$ cat src/rtl/fir_config_sequencer.sv
`default_nettype none
// ============================================================================
// Module   : fir_config_sequencer
// Brief    : SPI frame receiver writing a shadow coefficient bank that is
//            copied to the live FIR taps only on a sample-boundary strobe.
// Revision : 1.0
// ============================================================================
module fir_config_sequencer #(
    parameter int NUM_TAPS      = 5,
    parameter int COEFF_WIDTH   = 16,
    parameter int CLK_CFG_WIDTH = 2,
    parameter int CLK_CFG_RESET = 0
) (
    input  logic                            clk,
    input  logic                            reset,
    input  logic                            spiClk,
    input  logic                            mosi,
    input  logic                            cs,
    input  logic                            sampleStrobe,
    output logic [NUM_TAPS*COEFF_WIDTH-1:0] coeffs,
    output logic [CLK_CFG_WIDTH-1:0]        clockConfig,
    output logic                            commitPending,
    output logic                            commitDone,
    output logic                            frameError
);

    localparam logic [1:0] S_WAIT_IDLE = 2'd0;
    localparam logic [1:0] S_IDLE      = 2'd1;
    localparam logic [1:0] S_SHIFT     = 2'd2;
    localparam logic [1:0] S_DECODE    = 2'd3;

    localparam logic [7:0] ADDR_CLK    = 8'h40;
    localparam logic [7:0] ADDR_COMMIT = 8'h7F;
    localparam logic [CLK_CFG_WIDTH-1:0] CLK_RST_VAL = CLK_CFG_WIDTH'(CLK_CFG_RESET);

    logic r_sclk_s1, r_sclk_s2, r_sclk_d;
    logic r_mosi_s1, r_mosi_s2;
    logic r_cs_s1, r_cs_s2, r_cs_d;
    logic [1:0]  r_state, w_state_nxt;
    logic [23:0] r_shift;
    logic [4:0]  r_bit_cnt;
    logic [NUM_TAPS*COEFF_WIDTH-1:0] r_shadow, r_live;
    logic [CLK_CFG_WIDTH-1:0]        r_shadow_clk, r_live_clk;
    logic r_pending, r_done, r_err;

    logic w_sclk_rise, w_cs_fall, w_cs_rise;
    logic w_clear, w_shift_en, w_decode, w_frame_ok, w_is_tap;
    logic w_wr_coeff, w_wr_clk, w_commit_req, w_err, w_commit;
    logic [7:0]  w_addr;
    logic [15:0] w_data;
    logic        w_unused;

    // cs synchronisers reset low so a frame live at reset release is never
    // mistaken for an idle bus; WAIT_IDLE waits for a genuine high level.
    always_ff @(posedge clk or posedge reset) begin
        if (reset) begin
            r_sclk_s1 <= 1'b0; r_sclk_s2 <= 1'b0; r_sclk_d <= 1'b0;
            r_mosi_s1 <= 1'b0; r_mosi_s2 <= 1'b0;
            r_cs_s1   <= 1'b0; r_cs_s2   <= 1'b0; r_cs_d   <= 1'b0;
        end else begin
            r_sclk_s1 <= spiClk; r_sclk_s2 <= r_sclk_s1; r_sclk_d <= r_sclk_s2;
            r_mosi_s1 <= mosi;   r_mosi_s2 <= r_mosi_s1;
            r_cs_s1   <= cs;     r_cs_s2   <= r_cs_s1;   r_cs_d   <= r_cs_s2;
        end
    end

    assign w_sclk_rise = r_sclk_s2 & ~r_sclk_d;
    assign w_cs_fall   = ~r_cs_s2 & r_cs_d;
    assign w_cs_rise   = r_cs_s2 & ~r_cs_d;

    always_ff @(posedge clk or posedge reset) begin
        if (reset) r_state <= S_WAIT_IDLE;
        else       r_state <= w_state_nxt;
    end

    always_comb begin
        w_state_nxt = r_state;
        case (r_state)
            S_WAIT_IDLE: if (r_cs_s2)   w_state_nxt = S_IDLE;
            S_IDLE:      if (w_cs_fall) w_state_nxt = S_SHIFT;
            S_SHIFT:     if (w_cs_rise) w_state_nxt = S_DECODE;
            S_DECODE:                   w_state_nxt = S_IDLE;
            default:                    w_state_nxt = S_WAIT_IDLE;
        endcase
    end

    always_comb begin
        w_clear      = (r_state == S_IDLE) && w_cs_fall;
        w_shift_en   = (r_state == S_SHIFT) && w_sclk_rise && !r_cs_s2;
        w_decode     = (r_state == S_DECODE);
        w_frame_ok   = w_decode && (r_bit_cnt == 5'd24);
        w_wr_coeff   = w_frame_ok && w_is_tap;
        w_wr_clk     = w_frame_ok && (w_addr == ADDR_CLK);
        w_commit_req = w_frame_ok && (w_addr == ADDR_COMMIT);
        w_err        = w_decode && !(w_wr_coeff || w_wr_clk || w_commit_req);
    end

    assign w_addr   = r_shift[23:16];
    assign w_data   = r_shift[15:0];
    assign w_is_tap = int'(w_addr) < NUM_TAPS;
    assign w_commit = sampleStrobe && r_pending;
    assign w_unused = ^w_data;

    always_ff @(posedge clk or posedge reset) begin
        if (reset) begin
            r_shift   <= '0;
            r_bit_cnt <= '0;
        end else if (w_clear) begin
            r_shift   <= '0;
            r_bit_cnt <= '0;
        end else if (w_shift_en) begin
            r_shift   <= {r_shift[22:0], r_mosi_s2};
            r_bit_cnt <= (r_bit_cnt == 5'd31) ? 5'd31 : r_bit_cnt + 5'd1;
        end
    end

    // Live copies sample the shadow before any same-cycle shadow write lands.
    always_ff @(posedge clk or posedge reset) begin
        if (reset) begin
            r_shadow     <= '0;
            r_shadow_clk <= CLK_RST_VAL;
            r_live       <= '0;
            r_live_clk   <= CLK_RST_VAL;
            r_pending    <= 1'b0;
            r_done       <= 1'b0;
            r_err        <= 1'b0;
        end else begin
            for (int i = 0; i < NUM_TAPS; i++) begin
                if (w_wr_coeff && (int'(w_addr) == i))
                    r_shadow[i*COEFF_WIDTH +: COEFF_WIDTH] <= w_data[COEFF_WIDTH-1:0];
            end
            if (w_wr_clk) r_shadow_clk <= w_data[CLK_CFG_WIDTH-1:0];
            if (w_commit) begin
                r_live     <= r_shadow;
                r_live_clk <= r_shadow_clk;
            end
            if (w_commit_req)  r_pending <= 1'b1;
            else if (w_commit) r_pending <= 1'b0;
            r_done <= w_commit;
            r_err  <= w_err;
        end
    end

    assign coeffs        = r_live;
    assign clockConfig   = r_live_clk;
    assign commitPending = r_pending;
    assign commitDone    = r_done;
    assign frameError    = r_err;

endmodule
`default_nettype wire

$ cat config.mk
export PLATFORM = sky130hd
export DESIGN_NAME = fir_config_sequencer
export DESIGN_NICKNAME = d
export VERILOG_FILES = /design/src/rtl/fir_config_sequencer.sv
export SDC_FILE = /design/constraint.sdc
export NUM_CORES = 1
export LEC_CHECK = 0
export ABC_CLOCK_PERIOD_IN_PS = 13200
export CORE_ASPECT_RATIO = 1.4
export CORE_MARGIN = 2
export CORE_UTILIZATION = 40
export CTS_BUF_LIST = sky130_fd_sc_hd__clkbuf_16
export DETAILED_ROUTE_END_ITERATION = 8
export SYNTH_ARGS = -nofsm -noshare
export SYNTH_HDL_FRONTEND = slang
export SYNTH_SLANG_ARGS = --single-unit
$ cat constraint.sdc
create_clock -name clk -period 13.2 [get_ports clk]
set_input_delay 1.98 -clock clk [delete_from_list [all_inputs] [get_ports clk]]
set_output_delay 1.98 -clock clk [all_outputs]
set_load 0.05 [all_outputs]
# Word-level counts from Yosys, hierarchy flattened
# Cells that the tools add are included.
op_classes:
  n_eq_ne: 14
  n_bitwise: 6
  mux: 11
  n_lt_le_gt_ge: 1
  n_reduce_logical: 23
  addsub: 1
op_table:
  columns: ["op", "count"]
  rows:
  - ["two-way mux 24 bit", 2]
  - ["== test 8 x 3 -> 1 bit (second input constant)", 2]
  - ["== test 8 x 7 -> 1 bit (second input constant)", 2]
  - ["two-way mux 5 bit", 3]
  - ["logical AND 1 bit", 14]
  - ["== test 5 bit (second input constant)", 2]
  - ["== test 8 x 2 -> 1 bit (second input constant)", 1]
  - ["== test 8 x 4 -> 1 bit (second input constant)", 1]
  - ["zero test 8 bit", 1]
  - ["< comparator 8 x 3 -> 1 bit (second input constant)", 1]
  - ["one-hot mux 2 bit (4 select lines)", 1]
  - ["two-way mux 2 bit", 3]
  - ["inequality test 2 bit (second input constant)", 3]
  - ["adder 5 x 1 -> 5 bit (second input constant)", 1]
  - ["== test 2 bit (second input constant)", 2]
  - ["nonzero test 2 bit", 2]
  - ["bitwise AND 1 bit", 3]
  - ["NOT 1 bit", 3]
  - ["AND reduction 3 bit", 1]
  - ["== test 2 x 1 -> 1 bit (second input constant)", 1]
  - ["zero test 1 bit", 2]
  - ["zero test 2 bit", 1]
  - ["logical OR 1 bit", 2]
  - ["two-way mux 1 bit", 2]
word_totals:
  elab_cells: 78
  output_inout_bits: 85
  regBits: 206
  input_bits: 6

# Depth between registers and ports, before layout
logic_depth:
  depth_word: 7
  mapped_depth: 8
  ltp_nobuf: 6

# Least setup slack after synthesis
# No wires, ideal clock.
synth_path:
  path_type: "input-to-reg"
  startpoint: "input sampleStrobe"
  endpoint: "register r_live_clk[1] (netlist: clockConfig[1])"
  path_stages: 4
  required_time_ns: 13.075
  path_buffers: 1
  path_slack_ns: 10.154
  setup_time_ns: 0.125
  arrival_ns: 2.921
  path_cell_list: "nand2_1 > inv_2 > clkbuf_1 > mux2_2"
synth_between:
  elab_chain_len: 1
synth_rtl:
  columns: ["item", "line", "source"]
  rows:
  - ["from (decl)", "19", "input logic sampleStrobe,"]
  - ["logical AND 1 bit", "101", "assign w_commit = sampleStrobe && r_pending;"]
  - ["to (signal assigned)", "135", "r_live_clk <= r_shadow_clk;"]
  - ["to (decl)", "43", "logic [CLK_CFG_WIDTH-1:0] r_shadow_clk, r_live_clk;"]
# No other way between the ends.
# A chain may end at the register's enable or synchronous reset.

# Worst setup path in the final report
layout_path:
  startpoint: "input sampleStrobe"
  endpoint: "register r_live[66] (netlist: coeffs[66])"
layout_between:
  elab_chain_len: 1
layout_rtl:
  columns: ["item", "line", "source"]
  rows:
  - ["logical AND 1 bit", "101", null]
  - ["to (signal assigned)", "134", "r_live <= r_shadow;"]
  - ["to (decl)", "42", "logic [NUM_TAPS*COEFF_WIDTH-1:0] r_shadow, r_live;"]
# No other way between the ends.

==> results_tabular.tex <==
\begin{tabular}{lr}
\hline
Metric & Value \\
\hline
\multicolumn{2}{l}{\textbf{Synthesis}} \\
\quad Post-Synthesis Mean Instance Area & 14.7 sq um \\
\quad FFs w/ async S/R, synth & 1.00 \\
\quad Most used DFF post-synth & dfrtp\_1 \\
\quad EDFF count, synth & 0 \\
\quad Number of warnings reported in the yosys synthesis log & 0 \\
\quad Number of distinct library cells after synthesis & 35 \\
\quad Register bit total from synthesis & 206 \\
\quad Syn\_nets & 546 \\
\quad Portion of the post-synthesis area used by sequential elements & 0.656 \\
\quad Cell Area, Synth & 7860 sq um \\
\quad Largest area contributor in the synthesized netlist & dfrtp\_1 \\
\quad Top post-synthesis cells by area & dfrtp\_1, mux2\_2, nand2\_1 \\
\quad List of most frequent post-synthesis cells & dfrtp\_1, mux2\_2, nand2\_1 \\
\quad Synthesized netlist cell count & 533 \\
\quad Most common cell in the synthesized netlist & dfrtp\_1 \\
\quad Share of the synthesized area in the top cell type & 0.656 \\
\multicolumn{2}{l}{\textbf{Timing}} \\
\quad Total of endpoints with negative setup slack in the final report & 0 \\
\quad Peak clock frequency supported by timing & 225 MHz \\
\quad Final hold violation count & 0 \\
\quad PnR worst setup slack & 8.75 ns \\
\quad Relative slew slack & 0.244 \\
\quad Measured slew at the worst slew-check pin & 1.13 ns \\
\quad Final cycle utilization of the critical path & 0.337 \\
\quad Period minus WS final & 4.45 ns \\
\quad Final Max Slew Viols & 0 \\
\quad Skew final & 0.00633 ns \\
\quad Unrepaired setup endpoints after global routing & no \\
\quad Sum of negative setup slack & 0 ns \\
\multicolumn{2}{l}{\textbf{Setup path}} \\
\quad Critical R2R Launch & commitPending \\
\quad Data arrival time of the critical path & 4.82 ns \\
\quad Max stage delay cell, worst path & inv\_2 \\
\quad Crit Path Category & in2reg \\
\quad Setup slack of the most critical reg-to-reg path & 10.36 ns \\
\quad CP delay by family, top & buffers and inverters \\
\quad Stages on the worst setup path & 5 \\
\quad Critical path fanouts, max & 43 \\
\quad Logic depth of the worst register-to-register path & 4 \\
\quad Worst setup EP type & flop \\
\quad Type of element launching the critical path & input pin \\
\quad Required time at the worst-slack endpoint & 13.57 ns \\
\quad Cells along the critical path & clkdlybuf4s50\_1 > nand2\_1 > inv\_2 > buf\_4 > mux2\_2 \\
\quad Biggest cell delay along the critical path & 0.68 ns \\
\quad CP Buf/Inv Count & 3 \\
\quad Capture point of the critical path & coeffs[66] \\
\quad Terminus of the critical flop-to-flop path & coeffs[66] \\
\quad Origin of the worst setup path & sampleStrobe \\
\multicolumn{2}{l}{\textbf{Place}} \\
\quad DP HPWL & 10200 microns \\
\quad I/O Buffers & 90 \\
\quad DP Worst Slack & 8.15 ns \\
\quad Final weighted congestion in routability-driven placement & 0.732 \\
\multicolumn{2}{l}{\textbf{Final layout}} \\
\quad Count of fill cells added during filler insertion & 1658 \\
\quad Synth-to-layout area growth & 22.2\% \\
\quad Fraction of final layout cells with drive strength greater than 1 & 0.320 \\
\quad Post-route core utilization & 0.500 \\
\quad Antenna diode instance count & 0 \\
\quad Net total in the final layout & 638 \\
\multicolumn{2}{l}{\textbf{Global route}} \\
\quad Remaining global-route overflow & 0 \\
\quad Vias in the first global route & 4696 \\
\quad Maximum number of pins on one net before global-route repair & 131 \\
\quad Number of antenna violations at the first check in global routing & 0 \\
\quad Overall global routing resource usage & 0.158 \\
\quad Wire length of the first global-routing pass & 25700 microns \\
\multicolumn{2}{l}{\textbf{Hold path}} \\
\quad Startpoint of the most critical hold path & r\_cs\_s1 \\
\quad Class of the most critical hold timing path & reg2reg \\
\multicolumn{2}{l}{\textbf{Floorplan}} \\
\quad Initial cell density of the core & 0.409 \\
\quad Number of I/O pins & 91 \\
\quad Die boundary width & 122 microns \\
\quad Placeable core region & 19200 sq um \\
\quad Placement Rows & 60 \\
\quad Die footprint & 20800 sq um \\
\quad Die boundary height & 170 microns \\
\multicolumn{2}{l}{\textbf{Clock tree}} \\
\quad Count of hold-fix buffers inserted at cts & 0 \\
\quad Clock latency of the later-clocked register in the worst-skew pair & 0.49 ns \\
\quad Clock Path Buffers & 3 \\
\quad Depth of the CTS H-tree & 1 \\
\quad Cell at the root of the clock tree & clkbuf\_16 \\
\quad Num CTS Buffers & 20 \\
\quad Clock sink count & 206 \\
\quad CTS tree & yes \\
\quad Post-cts gate resize count & 0 \\
\quad Clock transition at the registers of the reported paths & 0.06 ns \\
\quad Post-CTS setup buffer count & 0 \\
\multicolumn{2}{l}{\textbf{Power and ir drop}} \\
\quad Design Power & 1.24 mW \\
\quad Total power density per cell area & 129 nW/um\^{}2 \\
\quad Leakage power of the design & 4.68 nW \\
\quad Peak supply drop & 0.0710 mV \\
\multicolumn{2}{l}{\textbf{Detailed routing}} \\
\quad Drt drc & 0 \\
\quad Routed WL & 15900 microns \\
\quad Met2 wire length & 8290 microns \\
\quad Routed via count divided by cell count & 5.05 \\
\quad Total met3 wirelength after detailed routing & 662 microns \\
\quad Uppermost routed layer & met4 \\
\quad Router iterations before antenna repair & 4 \\
\quad Number of DRC violations after detailed-routing iteration 0 & 245 \\
\quad Met1 Routed Length & 6650 microns \\
\quad Routed via count & 4471 \\
\quad Residual antenna-violating net count after detailed routing & 0 \\
\quad Post-detailed-route wirelength per cell & 17.9 microns \\
\multicolumn{2}{l}{\textbf{Run status}} \\
\quad Result of the run & finished, final reports clean \\
\multicolumn{2}{l}{\textbf{Run}} \\
\quad Max-cap violations & 0 \\
\hline
\end{tabular}
==> cell usage in the layout, fill, tap and decap left out <==
cell type	synthesis	layout
dfrtp_1	206	206
mux2_2	165	165
clkdlybuf4s50_1	0	90
nand2_1	53	53
a21oi_1	29	29
clkbuf_16	0	21
inv_1	8	13
nor2_1	8	8
ha_1	7	7
buf_4	0	5
clkinv_1	0	4
nand3_1	3	3
o21ai_0	3	3
clkinv_2	0	3
nand3b_2	2	2
nor4_1	2	2
nand2b_1	2	2
o21a_1	2	2
inv_2	1	1
nand3b_1	1	1
or4_4	1	1
nor4b_4	1	1
nand2_2	1	1
or2_2	1	1
nand4_1	1	1
nor3_1	1	1
a2111oi_0	1	1
inv_8	0	1
and3_1	1	1
a21o_1	1	1
nor3b_2	0	1
nand4bb_1	1	1
nor4bb_4	0	1
o22ai_1	1	1
a211oi_1	1	1
a31oi_1	1	1
mux2i_1	1	1
==> registers in the layout, summed over array words and instances, names as in the netlist <==
name,flops
r_shift,24
coeffs,80
r_mosi_s1,1
r_bit_cnt,5
commitDone,1
r_state,2
clockConfig,2
r_sclk_s2,1
r_cs_d,1
r_shadow_clk,2
r_cs_s2,1
commitPending,1
r_cs_s1,1
r_sclk_s1,1
r_sclk_d,1
frameError,1
r_mosi_s2,1
r_shadow,80
==> through the flow <==
stage	cell area (sq um)	hold WS (ns)	cells
2_1_floorplan	7860	0.331	533
3_3_place_gp	9020	0.333	851
3_5_place_dp	9020	0.336	851
4_1_cts	9600	0.350	885
5_1_grt	9600	0.355	885
6_report	9600	0.349	885
==> per-layer routing <==
layer  vias to the layer above  track usage
met1                      2314        0.204
met5                         -            0
met3                        21       0.0214
li1                       2038            -
met2                        98        0.278
met4                         0       0.0420
==> final cells by class <==
type                       count  area [sq um]  share of cell area
timing repair buffer          95           938              0.0977
multi-input combinational    293          2580               0.269
clock buffer                  21           526              0.0547
tap                          248           310              0.0323
sequential                   206          5150               0.537
clock inverter                13          52.6             0.00547
inverter                       9          41.3             0.00430
==> kinds of logic (layout without fill, tap and decap cells) <==
| family | after synthesis | count (layout) | synth area share |
|---|---|---|---|
| flip-flops | 206 | 206 | 0.656 |
| multiplexers | 166 | 166 | 0.238 |
| AND/OR/NAND/NOR | 81 | 81 | 0.0500 |
| AO/OA/AOI/OAI | 39 | 39 | 0.0269 |
| buffers and inverters | 34 | 138 | 0.0180 |
| adder cells (fa/ha/maj) | 7 | 7 | 0.0111 |
==> report_power, final <==
group | leakage (nW) | internal (mW) | switching [mW] | total (mW)
logic | 1.52 | 0.0254 | 0.0462 | 0.0715
registers | 2.85 | 0.641 | 0.0133 | 0.655
clock network | 0.309 | 0.285 | 0.227 | 0.512
total | 4.68 | 0.952 | 0.286 | 1.24
==> how the worst min path moves through the flow <==
stage | to | slack [ns] | cells past startpoint
final | r_cs_s2 | 0.35 | 0
after global routing | r_mosi_s2 | 0.35 | 0
after CTS | r_cs_s2 | 0.35 | 0
after detailed placement | r_cs_s2 | 0.34 | 0
after global placement | r_sclk_s2 | 0.33 | 0
after floorplan | r_cs_s2 | 0.33 | 0
No activity file was read; power rests on OpenSTA's default activity.
